<file path="src/rtl/ddr_wr_burst.sv">
// DDR write-burst transmitter: sequences DQS preamble, BL/2 data beat pairs and postamble
// into the D0/D1/OE inputs of the per-pin DDR output flops.
// Optional feature macro: DDR_WR_SEAMLESS_EN (back-to-back bursts without pre/postamble).
module ddr_wr_burst #(
  parameter int unsigned DQ_W = 16,
  parameter int unsigned BL   = 4
) (
  input  logic                  i_clk,
  input  logic                  i_rst_n,
  input  logic                  i_start,
  output logic                  o_start_ready,
  input  logic [2*DQ_W-1:0]     i_wr_data,
  input  logic [2*(DQ_W/8)-1:0] i_wr_mask,
  input  logic                  i_wr_valid,
  output logic                  o_wr_ready,
  output logic [DQ_W-1:0]       o_dq_d0,
  output logic [DQ_W-1:0]       o_dq_d1,
  output logic [DQ_W/8-1:0]     o_dm_d0,
  output logic [DQ_W/8-1:0]     o_dm_d1,
  output logic                  o_dqs_d0,
  output logic                  o_dqs_d1,
  output logic                  o_dq_oe,
  output logic                  o_dqs_oe,
  output logic                  o_busy,
  output logic                  o_underrun
);

  localparam int unsigned DM_W = DQ_W / 8;
  localparam int unsigned Half = BL / 2;
  localparam int unsigned CntW = $clog2(Half);
  localparam logic [CntW-1:0] LastCnt = CntW'(Half - 1);

  typedef enum logic [1:0] {StIdle, StPre, StData, StPost} state_e;

  state_e          r_state;
  logic [CntW-1:0] r_cnt;
  logic [DQ_W-1:0] r_dq_d0;
  logic [DQ_W-1:0] r_dq_d1;
  logic [DM_W-1:0] r_dm_d0;
  logic [DM_W-1:0] r_dm_d1;
  logic            r_dqs_d0;
  logic            r_dqs_d1;
  logic            r_dq_oe;
  logic            r_dqs_oe;
  logic            r_underrun;

  logic w_last;
  logic w_start_ready;
  logic w_accept;

  assign w_last = (r_state == StData) && (r_cnt == LastCnt);

`ifdef DDR_WR_SEAMLESS_EN
  // A start in the final beat cycle chains straight into the next burst.
  assign w_start_ready = (r_state == StIdle) || w_last;
`else
  assign w_start_ready = (r_state == StIdle);
`endif

  assign w_accept = i_start && w_start_ready;

  // Burst sequencer with registered pin outputs; pins lag the state by one cycle.
  always_ff @(posedge i_clk) begin
    if (!i_rst_n) begin
      r_state    <= StIdle;
      r_cnt      <= '0;
      r_dq_d0    <= '0;
      r_dq_d1    <= '0;
      r_dm_d0    <= '0;
      r_dm_d1    <= '0;
      r_dqs_d0   <= 1'b0;
      r_dqs_d1   <= 1'b0;
      r_dq_oe    <= 1'b0;
      r_dqs_oe   <= 1'b0;
      r_underrun <= 1'b0;
    end else begin
      r_dqs_d1   <= 1'b0;
      r_underrun <= 1'b0;
      unique case (r_state)
        StIdle: begin
          r_state  <= w_accept ? StPre : StIdle;
          r_cnt    <= '0;
          r_dq_d0  <= '0;
          r_dq_d1  <= '0;
          r_dm_d0  <= '0;
          r_dm_d1  <= '0;
          r_dqs_d0 <= 1'b0;
          r_dq_oe  <= 1'b0;
          r_dqs_oe <= 1'b0;
        end
        StPre: begin
          r_state  <= StData;
          r_cnt    <= '0;
          r_dq_d0  <= '0;
          r_dq_d1  <= '0;
          r_dm_d0  <= '0;
          r_dm_d1  <= '0;
          r_dqs_d0 <= 1'b0;
          r_dq_oe  <= 1'b0;
          r_dqs_oe <= 1'b1;
        end
        StData: begin
          r_dqs_d0 <= 1'b1;
          r_dq_oe  <= 1'b1;
          r_dqs_oe <= 1'b1;
          if (i_wr_valid) begin
            r_dq_d0 <= i_wr_data[DQ_W-1:0];
            r_dq_d1 <= i_wr_data[2*DQ_W-1:DQ_W];
            r_dm_d0 <= i_wr_mask[DM_W-1:0];
            r_dm_d1 <= i_wr_mask[2*DM_W-1:DM_W];
          end else begin
            // Timing cannot stall: repeat old data but mask every byte.
            r_dm_d0    <= '1;
            r_dm_d1    <= '1;
            r_underrun <= 1'b1;
          end
          if (r_cnt == LastCnt) begin
            r_cnt   <= '0;
            r_state <= w_accept ? StData : StPost;
          end else begin
            r_cnt <= r_cnt + 1'b1;
          end
        end
        StPost: begin
          r_state  <= StIdle;
          r_cnt    <= '0;
          r_dq_d0  <= '0;
          r_dq_d1  <= '0;
          r_dm_d0  <= '0;
          r_dm_d1  <= '0;
          r_dqs_d0 <= 1'b0;
          r_dq_oe  <= 1'b0;
          r_dqs_oe <= 1'b1;
        end
        default: begin
          r_state <= StIdle;
          r_cnt   <= '0;
        end
      endcase
    end
  end

  assign o_start_ready = w_start_ready;
  assign o_wr_ready    = (r_state == StData);
  assign o_busy        = (r_state != StIdle);
  assign o_dq_d0       = r_dq_d0;
  assign o_dq_d1       = r_dq_d1;
  assign o_dm_d0       = r_dm_d0;
  assign o_dm_d1       = r_dm_d1;
  assign o_dqs_d0      = r_dqs_d0;
  assign o_dqs_d1      = r_dqs_d1;
  assign o_dq_oe       = r_dq_oe;
  assign o_dqs_oe      = r_dqs_oe;
  assign o_underrun    = r_underrun;

endmodule

</file>
<file path="config.mk">
export PLATFORM = sky130hd
export DESIGN_NAME = ddr_wr_burst
export DESIGN_NICKNAME = d
export VERILOG_FILES = /design/src/rtl/ddr_wr_burst.sv
export SDC_FILE = /design/constraint.sdc
export NUM_CORES = 1
export LEC_CHECK = 0
export CORE_MARGIN = 1
export CORE_UTILIZATION = 50
export DETAILED_ROUTE_END_ITERATION = 8
export DONT_BUFFER_PORTS = 1
export GPL_TIMING_DRIVEN = 0
export PLACE_DENSITY = 0.66
export SYNTH_ARGS = -nofsm -noshare
export SYNTH_HDL_FRONTEND = slang
export SYNTH_SLANG_ARGS = --single-unit
</file>
<file path="constraint.sdc">
create_clock -name i_clk -period 1.2 [get_ports i_clk]
set_input_delay 0.18 -clock i_clk [delete_from_list [all_inputs] [get_ports i_clk]]
set_output_delay 0.18 -clock i_clk [all_outputs]
set_load 0.02 [all_outputs]
</file>
==> flow_metrics.py, run 1 <==
metrics = {
    "worst_setup_path": {
        "critical_path_required_ps": 1020,
        "crit_path_start": "r_state[1]",
        "reg2reg_slack_ps": 60,
        "crit_arrival_ps": 1050,
        "rr_worst_depth": 6,
        "r2r_start": "r_state[1]",
        "r2r_end": "o_dm_d0[1]",
        "critPathMaxFanout": 4,
        "start_kind": "flip-flop",
        "crit_end": "o_wr_ready",
        "criticalPathCategory": "reg2out",
        "end_kind": "output port",
    },
    "synthesis": {
        "yosysSeqAreaShare_pct": 54.1,
        "synth_cell_types": 16,
        "synthCells": 144,
        "ys_ff_latch": 42,
        "syn_avg_cell_area_um2": 10.8,
        "syn_area_mm2": 0.00156,
        "synthesis.nets": 188,
        "yosysWarnings": 0,
    },
    "cts": {
        "cts-htree-levels": 2,
        "clock_sinks": 42,
        "cts_buffers": 5,
        "root_buffer": "clkbuf_4",
        "clock_path_buffers": 2,
        "path_clk_slew_ps": 110,
        "cts_tree": "built",
        "clock_latency_ps": 340,
    },
    "status": {
        "violations": "design-rule violations, negative setup slack",
        "status": "finished, violations left",
    },
    "timing": {
        "setup_slack_ps": -34.7,
        "setup_viol": 2,
        "holdWs_ps": 83.5,
        "drv_slew": 0,
        "layout_min_cycle_time_ps": 1230,
        "fmax_ghz": 0.810,
        "final.setup_skew_ps": 5.55,
        "min_period_over_period_pct": 103,
        "rsz0062_at_grt": "yes",
        "finalHoldViolations": 0,
        "final.setup.tns_ps": -61.6,
    },
    "layout": {
        "finalNonFillerCells": 225,
        "drive_gt1_share_pct": 18.0,
        "multi_input_area_um2": 637,
        "final_cell_mix": "dfxtp_1 (39), dlygate4sd3_1 (38), nor2_1 (35), mux2i_1 (34), buf_4 (6)",
        "area_delta_synth_final_pct": 38.5,
        "regArea_um2": 847,
        "diodes": 0,
        "final_common_cell": "dfxtp_1",
        "nets": 237,
        "fillers": 196,
        "finalCoreUtilization_pct": 75.5,
        "finalInstanceArea_mm2": 0.00215,
    },
    "power": {
        "p_leak_nw": 0.961,
        "vdd_ir_drop_max_mv": 1.31,
        "power_density_mw_per_mm2": 1680,
        "finalPower_mw": 3.62,
    },
    "global_route": {
        "grt_overflow_total": 0,
        "grt_pass1_vias": 1139,
        "grt_pass1_wl_mm": 5.11,
        "antenna_found_initial": 0,
        "grtUsageTotal_pct": 20.6,
        "grt_max_degree": 14,
    },
    "detailed_routing": {
        "via_per_inst": 5.10,
        "drtIter0Drc": 39,
        "routed_wl_mm": 3.41,
        "firstDrtPassIters": 6,
        "post_drt_wl_per_cell_um": 15.1,
        "route.detailed.drc": 5,
        "dr_total_vias": 1147,
        "ant_nets": 0,
    },
    "placed_design": {
        "post_dp_cell_area_mm2": 0.00160,
        "placed_cells": 175,
        "place.gp.congestion": 0.650,
        "hpwl_mm": 1.86,
        "post-place-ws_ps": -77.7,
        "io_buffers": 0,
    },
    "hold_path": {
        "hold_class": "in2reg",
        "hold_depth": 2,
    },
    "floorplanning": {
        "dieArea_mm2": 0.00334,
        "rows": 19,
        "core-area_mm2": 0.00285,
        "ioPinCount": 84,
        "die_y_um": 57.8,
        "die_w_um": 57.8,
        "start_util_pct": 54.5,
    },
    "run": {
        "cap_violations": 0,
    },
}
## worst min-delay path by stage
stage,start,endpoint,slack [ps]
after floorplan,i_rst_n,r_state[1],310
after global placement,i_wr_mask[0],o_dm_d0[0],310
after detailed placement,i_wr_mask[0],o_dm_d0[0],320
after CTS,i_start,r_state[0],40
after global routing,i_start,r_state[0],110
final,i_start,r_state[0],80
## flip-flops by register name (all words and copies together), names as in the netlist
signal	cells
o_dq_d1	16
r_state	2
r_cnt	1
o_dq_oe	1
o_dq_d0	16
o_dqs_oe	1
o_dm_d0	2
o_underrun	1
o_dm_d1	2
## power breakdown
| part | switching (mW) | internal, mW |
|---|---|---|
| logic | 0.537 | 0.524 |
| clock network | 0.429 | 0.282 |
| registers | 0.269 | 1.58 |
| total | 1.24 | 2.38 |
## cell families after synthesis
group | Yosys count | share of synthesized area, %
compound gates | 6 | 1.93
buf+inv | 17 | 8.45
flops | 42 | 54.1
other cells | 1 | 0.241
mux | 34 | 21.9
fa+ha+maj | 4 | 3.22
simple gates | 40 | 10.2
## layout make-up
type                       instances  area share (%)
clock buffer                       6            2.38
clock inverter                     2           0.581
timing repair buffer              42            19.0
sequential                        42            39.3
tap                               31            1.80
inverter                           8            1.74
buffer                             9            5.57
multi-input combinational         85            29.6
## repair_timing
action,CTS,global route
pin swaps,1,1
buffers inserted,3,1
hold buffers,37,1
hold endpoints to repair,39,2
endpoints found under the setup margin,40,38
gates resized for setup,13,12
## synth_stat cells, drive strengths merged
library cell / instances / area [µm²]
nor2: 35 / 131
nand2: 2 / 7.51
mux2i: 34 / 340
nand2b: 1 / 6.26
and2b: 1 / 7.51
dfxtp: 42 / 841
buf: 9 / 101
o21ai: 1 / 5.00
a21oi: 5 / 25.0
conb: 1 / 3.75
ha: 4 / 50.1
nor2b: 1 / 6.26
inv: 8 / 30.0
## per-layer routing
| metal | part of all wire (%) | vias up | track usage, % |
|---|---|---|---|
| met2 | 51 | 64 | 36.9 |
| met1 | 37 | 514 | 21.4 |
| met5 | 0 | - | 0 |
| met4 | 2.0 | 0 | 7.82 |
| li1 | - | 559 | - |
| met3 | 9.9 | 10 | 8.93 |
## worst max-delay path, stage by stage (launching register included)
cell     delay, ps
dfxtp_4        380
buf_4          140
ha_4           200
No activity file was read; power rests on OpenSTA's default activity.
==> run 2: changes to the inputs <==
- PLACE_DENSITY: 0.66 -> 0.63
- REMOVE_ABC_BUFFERS: not set -> 1
- clock period: 1.2 -> 1.55 ns (I/O delays scaled with it)
==> run 2 against run 1 <==
Clock power is 33% lower. Hold slack worse by 62 ps. Sequential power is 24% lower. Critical path depth is 1 higher. The run ends with design-rule violations left. Largest cell class unchanged. Highest routed layer unchanged.
==> flow_metrics.py, run 2 (same netlist as run 1, synthesis figures left out) <==
metrics = {
    "status": {
        "status": "finished, violations left",
        "violations": "design-rule violations",
    },
    "layout": {
        "final_common_cell": "dfxtp_1",
        "drive_gt1_share_pct": 5.56,
        "final_cell_mix": "dfxtp_1 (42), nor2_1 (35), mux2i_1 (34), inv_1 (7)",
        "nets": 188,
        "finalNonFillerCells": 175,
        "area_delta_synth_final_pct": 0.804,
        "diodes": 0,
    },
    "global_route": {
        "grt_max_degree": 35,
        "grt_pass1_vias": 922,
        "use_met3_pct": 8.26,
        "grtUsageTotal_pct": 15.7,
        "antenna_found_initial": 0,
        "use_met1_pct": 16.5,
        "top_usage_layer": "met2",
        "grt_use_met2_pct": 26.2,
        "grt_pass1_wl_mm": 3.87,
        "grt_overflow_total": 0,
    },
    "timing": {
        "setup_viol": 0,
        "drv_slew": 0,
        "final.setup_skew_ps": 4.78,
        "holdWs_ps": 21.0,
        "layout_min_cycle_time_ps": 1420,
        "fmax_ghz": 0.704,
        "min_period_over_period_pct": 91.6,
        "finalHoldViolations": 0,
        "rsz0062_at_grt": "no",
    },
    "detailed_routing": {
        "firstDrtPassIters": 5,
        "dr_total_vias": 936,
        "route.detailed.drc": 6,
        "via_per_inst": 5.35,
        "drtIter0Drc": 42,
        "ant_nets": 0,
        "routed_wl_mm": 2.57,
        "post_drt_wl_per_cell_um": 14.7,
    },
    "power": {
        "clockPowerShare_pct": 20.3,
        "seq_power_share_pct": 60.5,
        "p_int_mw": 1.55,
        "power_density_mw_per_mm2": 1490,
        "comb_power_share_pct": 19.1,
        "p_sw_share_pct": 33.5,
        "vdd_ir_drop_max_mv": 0.765,
        "switchingPower_uw": 783,
        "p_leak_nw": 0.713,
    },
    "floorplanning": {
        "die_y_um": 57.8,
        "dieArea_mm2": 0.00334,
        "die_w_um": 57.8,
        "start_util_pct": 54.5,
        "rows": 19,
        "core-area_mm2": 0.00285,
        "ioPinCount": 84,
    },
    "worst_setup_path": {
        "criticalPathCategory": "reg2out",
        "start_kind": "flip-flop",
        "end_kind": "output port",
        "crit_arrival_ps": 1190,
        "critPathMaxFanout": 4,
        "critical_path_required_ps": 1320,
    },
    "placed_design": {
        "placed_cells": 166,
        "io_buffers": 0,
        "place.gp.congestion": 0.785,
        "hpwl_mm": 1.73,
    },
    "cts": {
        "cts_tree": "built",
        "root_buffer": "clkbuf_4",
        "post_cts_buffers": 0,
        "clock_path_buffers": 2,
        "clock_sinks": 42,
        "cts-htree-levels": 2,
        "clock_latency_ps": 330,
        "path_clk_slew_ps": 110,
        "cts_buffers": 5,
    },
    "hold_path": {
        "hold_class": "in2reg",
    },
    "run": {
        "cap_violations": 0,
    },
}
-- run 2: routing by layer --
metal	up-vias	part of all wire, %
li1	460	-
met1	416	39
met2	53	48
met4	0	1.7
met3	7	11
met5	-	0
-- run 2: path summary, 6_finish.rpt --
path                     start         end  slack, ps  depth (start not counted)
hold reg to reg          r_cnt       r_cnt        430                          1
setup / recovery    r_state[0]      o_busy        130                          3
setup reg to reg    r_state[0]  o_dq_d1[9]        190                          4
hold / removal    i_wr_mask[0]  o_dm_d0[0]         20                          2
-- run 2: cell type report --
cell class / count / area [µm²]
fillers: 263 / 1280
flip-flops and latches: 42 / 841
clock buffers: 7 / 45.0
well taps: 31 / 38.8
inverters: 8 / 30.0
repair buffers: 2 / 20.0
multi-input cells: 85 / 593
-- run 2: timing repair --
| action | 4_1_cts | 5_1_grt |
|---|---|---|
| hold buffers | 1 | 1 |
| setup endpoints to repair | 35 | 1 |
| resized for setup | 3 | 1 |
| hold endpoints to repair | 5 | 1 |
-- run 2: power by group through the flow --
| stage | sequential, mW | combinational, mW | clock (mW) |
|---|---|---|---|
| 5_1_grt | 1.43 | 0.508 | 0.548 |
| 6_report | 1.41 | 0.447 | 0.475 |
| 3_5_place_dp | 1.44 | 0.426 | 0 |
| 4_1_cts | 1.42 | 0.442 | 0.499 |
| 3_3_place_gp | 1.44 | 0.411 | 0 |
| 2_1_floorplan | 1.42 | 0.366 | 0 |
-- run 2: stage by stage --
step | util (%) | instance area, µm² | total power [mW] | setup slack [ps] | TNS, ps
floorplan | - | 1450 | 1.78 | 16.4 | 0
global placement | 52.3 | 1490 | 1.85 | -278 | -9220
detailed placement | 52.3 | 1490 | 1.86 | -383 | -11900
CTS | 54.5 | 1560 | 2.36 | 11.0 | 0
global route | 55.0 | 1570 | 2.49 | 51.4 | 0
finish | 55.0 | 1570 | 2.34 | 131 | 0
-- run 2: critical path, stage by stage (launching register included) --
cell and delay, ps:
dfxtp_1 400, inv_1 80, ha_2 250, inv_2 120
